==> src/rtl/slave_to_master_mux_if.sv <==
// Bus bundle between the slave side of an AHB-style fabric and the response mux.
// The master modport drives address-phase controls and per-slave responses; the slave modport is the mux.
`ifndef NUM_SLAVES
`define NUM_SLAVES 4
`endif
`ifndef DATA_WIDTH
`define DATA_WIDTH 32
`endif

interface slave_to_master_mux_if #(
  parameter int NUM_SLAVES = `NUM_SLAVES,
  parameter int DATA_WIDTH = `DATA_WIDTH
);
  logic [NUM_SLAVES-1:0]                 Hsel;
  logic [1:0]                            Htrans;
  logic [NUM_SLAVES-1:0][DATA_WIDTH-1:0] Hrdata_S;
  logic [NUM_SLAVES-1:0]                 Hreadyout_S;
  logic [NUM_SLAVES-1:0]                 Hresp_S;
  logic [DATA_WIDTH-1:0]                 Hrdata;
  logic                                  Hready;
  logic                                  Hresp;

  modport master (
    output Hsel, Htrans, Hrdata_S, Hreadyout_S, Hresp_S,
    input  Hrdata, Hready, Hresp
  );

  modport slave (
    input  Hsel, Htrans, Hrdata_S, Hreadyout_S, Hresp_S,
    output Hrdata, Hready, Hresp
  );
endinterface

==> src/rtl/slave_to_master_mux.sv <==
// Slave-to-master response mux with a built-in default slave that answers
// unmapped or multi-hot selects with a two-cycle ERROR response.
`ifndef NUM_SLAVES
`define NUM_SLAVES 4
`endif
`ifndef DATA_WIDTH
`define DATA_WIDTH 32
`endif

module slave_to_master_mux #(
  parameter int NUM_SLAVES = `NUM_SLAVES,
  parameter int DATA_WIDTH = `DATA_WIDTH
) (
  input  logic                  Hclk,
  input  logic                  Hreset,
  slave_to_master_mux_if.slave  bus
);

  localparam int              SEL_W  = $clog2(NUM_SLAVES + 1);
  localparam logic [SEL_W-1:0] DS_SEL = SEL_W'(NUM_SLAVES);

  typedef enum logic [1:0] {
    DS_IDLE,
    DS_ERR1,
    DS_ERR2
  } ds_state_e;

  logic [SEL_W-1:0]      sel_q, sel_d;
  ds_state_e             ds_q, ds_d;
  logic [SEL_W-1:0]      addr_sel;
  logic                  any_hot;
  logic                  multi_hot;
  logic                  addr_to_ds;
  logic                  addr_active;
  logic [DATA_WIDTH-1:0] rdata_mux;
  logic                  ready_mux;
  logic                  resp_mux;

  // Address-phase decode: anything other than exactly one select bit goes to the default slave.
  always_comb begin
    any_hot   = 1'b0;
    multi_hot = 1'b0;
    addr_sel  = DS_SEL;
    for (int k = 0; k < NUM_SLAVES; k++) begin
      if (bus.Hsel[k]) begin
        multi_hot = multi_hot | any_hot;
        any_hot   = 1'b1;
        addr_sel  = SEL_W'(k);
      end
    end
    addr_to_ds = !any_hot || multi_hot;
    if (addr_to_ds) begin
      addr_sel = DS_SEL;
    end
  end

  assign addr_active = bus.Htrans[1];

  always_comb begin
    rdata_mux = '0;
    ready_mux = 1'b1;
    resp_mux  = 1'b0;
    if (sel_q == DS_SEL) begin
      ready_mux = (ds_q != DS_ERR1);
      resp_mux  = (ds_q != DS_IDLE);
    end else begin
      for (int k = 0; k < NUM_SLAVES; k++) begin
        if (sel_q == SEL_W'(k)) begin
          rdata_mux = bus.Hrdata_S[k];
          ready_mux = bus.Hreadyout_S[k];
          resp_mux  = bus.Hresp_S[k];
        end
      end
    end
  end

  assign bus.Hrdata = rdata_mux;
  assign bus.Hready = ready_mux;
  assign bus.Hresp  = resp_mux;

  // ERR1 is the only state that advances while Hready is low; everything else waits for Hready.
  always_comb begin
    sel_d = sel_q;
    ds_d  = ds_q;
    case (ds_q)
      DS_ERR1: ds_d = DS_ERR2;
      default: begin
        if (ready_mux) begin
          sel_d = addr_sel;
          ds_d  = (addr_to_ds && addr_active) ? DS_ERR1 : DS_IDLE;
        end
      end
    endcase
  end

  always_ff @(posedge Hclk or posedge Hreset) begin
    if (Hreset) begin
      sel_q <= DS_SEL;
      ds_q  <= DS_IDLE;
    end else begin
      sel_q <= sel_d;
      ds_q  <= ds_d;
    end
  end

endmodule
==> src/flat_wrapper.sv <==
// flat-port wrapper written by rule: the top's interface ports become plain ports
module slave_to_master_mux_flat 
#(
  parameter int NUM_SLAVES = `NUM_SLAVES,
  parameter int DATA_WIDTH = `DATA_WIDTH
)
  (Hclk, Hreset, bus_Hsel, bus_Htrans, bus_Hrdata_S, bus_Hreadyout_S, bus_Hresp_S, bus_Hrdata, bus_Hready, bus_Hresp);
  slave_to_master_mux_if #(.NUM_SLAVES(NUM_SLAVES), .DATA_WIDTH(DATA_WIDTH)) bus_i ();
  input  logic Hclk;
  input  logic Hreset;
  input wire logic [$bits(bus_i.Hsel)-1:0] bus_Hsel;
  input wire logic [$bits(bus_i.Htrans)-1:0] bus_Htrans;
  input wire logic [$bits(bus_i.Hrdata_S)-1:0] bus_Hrdata_S;
  input wire logic [$bits(bus_i.Hreadyout_S)-1:0] bus_Hreadyout_S;
  input wire logic [$bits(bus_i.Hresp_S)-1:0] bus_Hresp_S;
  output wire logic [$bits(bus_i.Hrdata)-1:0] bus_Hrdata;
  output wire logic [$bits(bus_i.Hready)-1:0] bus_Hready;
  output wire logic [$bits(bus_i.Hresp)-1:0] bus_Hresp;
  assign bus_i.Hsel = bus_Hsel;
  assign bus_i.Htrans = bus_Htrans;
  assign bus_i.Hrdata_S = bus_Hrdata_S;
  assign bus_i.Hreadyout_S = bus_Hreadyout_S;
  assign bus_i.Hresp_S = bus_Hresp_S;
  assign bus_Hrdata = bus_i.Hrdata;
  assign bus_Hready = bus_i.Hready;
  assign bus_Hresp = bus_i.Hresp;
  slave_to_master_mux #(.NUM_SLAVES(NUM_SLAVES), .DATA_WIDTH(DATA_WIDTH)) u_core (.Hclk(Hclk), .Hreset(Hreset), .bus(bus_i));
endmodule
==> config.mk <==
export PLATFORM = sky130hd
export DESIGN_NAME = slave_to_master_mux_flat
export DESIGN_NICKNAME = d
export VERILOG_FILES = /design/src/rtl/slave_to_master_mux_if.sv /design/src/rtl/slave_to_master_mux.sv /design/src/flat_wrapper.sv
export SDC_FILE = /design/constraint.sdc
export NUM_CORES = 1
export LEC_CHECK = 0
export BUFFER_PORTS_ARGS = -buffer_cell sky130_fd_sc_hd__buf_2
export CORE_ASPECT_RATIO = 0.7
export CORE_UTILIZATION = 33
export CTS_BUF_LIST = sky130_fd_sc_hd__clkbuf_8
export CTS_CLUSTER_SIZE = 8
export DETAILED_ROUTE_END_ITERATION = 8
export PLACE_DENSITY_LB_ADDON = 0.2
export SYNTH_ARGS = -nofsm -noshare
export SYNTH_HDL_FRONTEND = slang
export SYNTH_SLANG_ARGS = --single-unit
==> constraint.sdc <==
create_clock -name Hclk -period 1.6 [get_ports Hclk]
set_input_delay 0.08 -clock Hclk [delete_from_list [all_inputs] [get_ports Hclk]]
set_output_delay 0.08 -clock Hclk [all_outputs]
set_load 0.01 [all_outputs]
==> qor.txt <==
Final wirelength: 4992 um
Clock-pin transition on the worst setup and hold timing paths: 0.04 ns
Die Height: 55.84 um
Final-report max-slew violation count: 0
Congestion Overflow GR: 0
Post-placement cell count: 344
CP max-delay cell: dfrtp_2
Via count: 1,738
Ys async rst share: 100.0%
Worst setup margin: -0.1748 ns
Final Setup Violations: 35
Deepest clock path buffer count: 2
Core area: 3946 sq um
DP HPWL: 4315 um
HP Class: input port to flop
All-Layer GR Usage: 22.79%
Critical path launch point type: flop
Root buffer cell: clkbuf_8
Post-synth EDFFs: 0
VDD IR max: 1015 uV
I/O Buffers: 176
Endpoint class of the critical path: primary output
Antenna-violating nets left: 0
Mapped Cells: 118
Core Rows: 19
DIE WIDTH: 78.91 um
Worst rel slew slack: 82.22%
F_max: 563.5 MHz
Number of H-tree levels: 1
Residual DRC: 0
# IOs: 178
Crit path required time: 1.52 ns
TritonCTS Buffers: 3
First-pass GRT wire length: 7748 um
Post-route cell area: 2456 sq um
Avg WL per Cell: 14.26 um
Status: complete, but fails checks
Largest fanout on the critical path: 6
Tmin final: 1.775 ns
Pwr Density: 1096 nW/um^2
Largest net degree at the start of global routing: 28
Final Skew: 0.004008 ns
N_diodes: 0
Synth Register Bits: 5
Syn nets: 262
Placer's final routability congestion estimate: 0.7856
Post-place instance area: 2361 sq um
Critical setup path kind: flop to primary output
Top cells by count, synth: 34 x nor2b_1, 33 x mux4_2, 7 x a21oi_1
Starting Density: 34.62%
Initial antenna violation count: 0
Share of layout cells above drive strength 1: 77.52%
Synth unique cells: 26
Vias in the first global route: 1,654
Sink Count: 5
Fin crit share: 110.9%
Share of the synthesized area in the top cell type: 54.40%
Worst Path Arrival: 1.69 ns
Area Overhead vs Synth: 79.76%
Most common cell in the netlist: nor2b_1
Layout Cells excl Fill: 350
MaxCap Viol Count: 0
Main synth FF type: dfrtp_1
Most common cell on crit path: a21oi_1
Share of the yosys chip area belonging to registers: 9.249%
Synth top area cells: mux4_2 54%, nor2b_1 16%, dfrtp_1 7.3%, a21oi_1 2.6%, mux2i_1 2.2%
1st-iter DRT viols: 83
Power, Total: 2693 uW
Die area: 4406 sq um
Ys Warns: 0
Cell Area, Synth: 1366 sq um
CP max stage delay: 0.48 ns
DRT Pass-1 Iters: 4
Syn Area/Cell: 11.58 sq um
Nets@finish: 443
Dpl ws: 0.004585 ns
Area leader, netlist: mux4_2
Unrepaired setup endpoints after global routing: yes
Leak: 0.001215 uW
Vias/cell: 4.966
Worst slew pin tran: 0.2667 ns
Fin. Hold Viols: 0
CTS tree: built
Clock Latency Late Sink: 0.22 ns
Worst-path cell chain: buf_4 > or3b_2 > a21oi_1 > a21oi_1 > buf_2
Failing checks: setup timing
-- metrics by stage --
stage | TNS, ns | hold WS, ns | utilization [%]
finish | -5.025 | 0.1312 | 62.24
global route | -7.960 | 0.1427 | 62.24
CTS | -5.861 | 0.1322 | 61.70
detailed placement | 0 | -0.01058 | 59.83
global placement | 0 | -0.01614 | 59.83
floorplan | 0 | -0.1422 | -
-- path summary, 6_finish.rpt --
kind	slack, ns	depth (start not counted)	endpoint	from
max	-0.17	5	bus_Hready	u_core.sel_q[0]$_DFFE_PP0P_
min	0.13	3	u_core.ds_q[0]$_DFFE_PP0P_	bus_Htrans[1]
max reg2reg	-0.05	5	u_core.sel_q[0]$_DFFE_PP0P_	u_core.sel_q[0]$_DFFE_PP0P_
min reg2reg	0.46	1	u_core.ds_q[1]$_DFFE_PP0P_	u_core.ds_q[1]$_DFFE_PP0P_
max in group asynchronous	1.06	3	u_core.sel_q[2]$_DFFE_PP1P_	Hreset
min in group asynchronous	0.30	3	u_core.sel_q[0]$_DFFE_PP0P_	Hreset
-- flip-flops by register name, summed over array words and instances, names as in the netlist --
signal	cells
u_core.sel_q	3
u_core.ds_q	2
-- where the power goes --
group	total [uW]	leakage [uW]	internal, uW	switching, uW
Clock	229	0.0000269	165	64.6
Sequential	274	0.0000590	192	81.1
Combinational	2190	0.00113	1240	951
-- cells by family after synthesis --
group / synth area share, %
buffers and inverters: 5.311
XOR/XNOR: 1.282
multiplexers: 58.24
AO/OA/AOI/OAI: 4.578
flip-flops: 9.250
AND/OR/NAND/NOR: 21.34
-- area by class of cell --
class                      instances  area, sq um
fill                             347         1490
multi-input combinational         99         1192
timing repair buffer             188         1017
sequential                         5        128.9
tap                               52        65.06
clock buffer                       3        41.29
inverter                           2        7.507
clock inverter                     1        3.754
-- critical path, delay by kind of cell, from the launching register on --
| kind | cells | cell delay [ns] |
|---|---|---|
| flip-flops | 1 | 0.48 |
| buffers and inverters | 2 | 0.33 |
| AO/OA/AOI/OAI | 2 | 0.20 |
| AND/OR/NAND/NOR | 1 | 0.46 |
-- layout by cell type, fill, tap and decap left out --
master	netlist	layout
nand4_1	1	1
dfrtp_2	0	2
nor3_1	2	2
buf_6	1	1
a21oi_1	7	7
mux2_2	1	1
xnor2_1	2	2
nor2_1	3	3
mux2i_1	3	1
mux2i_4	0	2
nand2_1	1	1
nand3_1	1	1
dfrtp_1	4	2
a22oi_2	1	1
or3_1	1	1
dlygate4sd3_1	0	1
inv_1	2	3
nand2b_1	2	2
buf_2	4	175
mux2_1	1	1
mux4_2	33	33
o21ai_0	3	3
dfstp_2	1	1
nor2b_1	34	34
clkbuf_8	0	3
buf_12	0	3
nand3b_1	2	2
or3b_2	1	1
buf_4	2	8
-- metal layers --
metal	vias to the layer above	track usage [%]	part of all wire, %
met5	-	0	0
met4	0	3.636	0.80
met3	4	4.754	8.6
met2	95	42.11	52
met1	813	27.68	39
li1	826	-	-
-- repair_timing --
item	4_1_cts	5_1_grt
endpoints found under the setup margin	34	36
resized for setup	3	3
setup buffers	1	0
endpoints found under the hold margin	5	0
pin swaps	1	0
hold buffers	1	0
(Power assumes the default switching activity.)
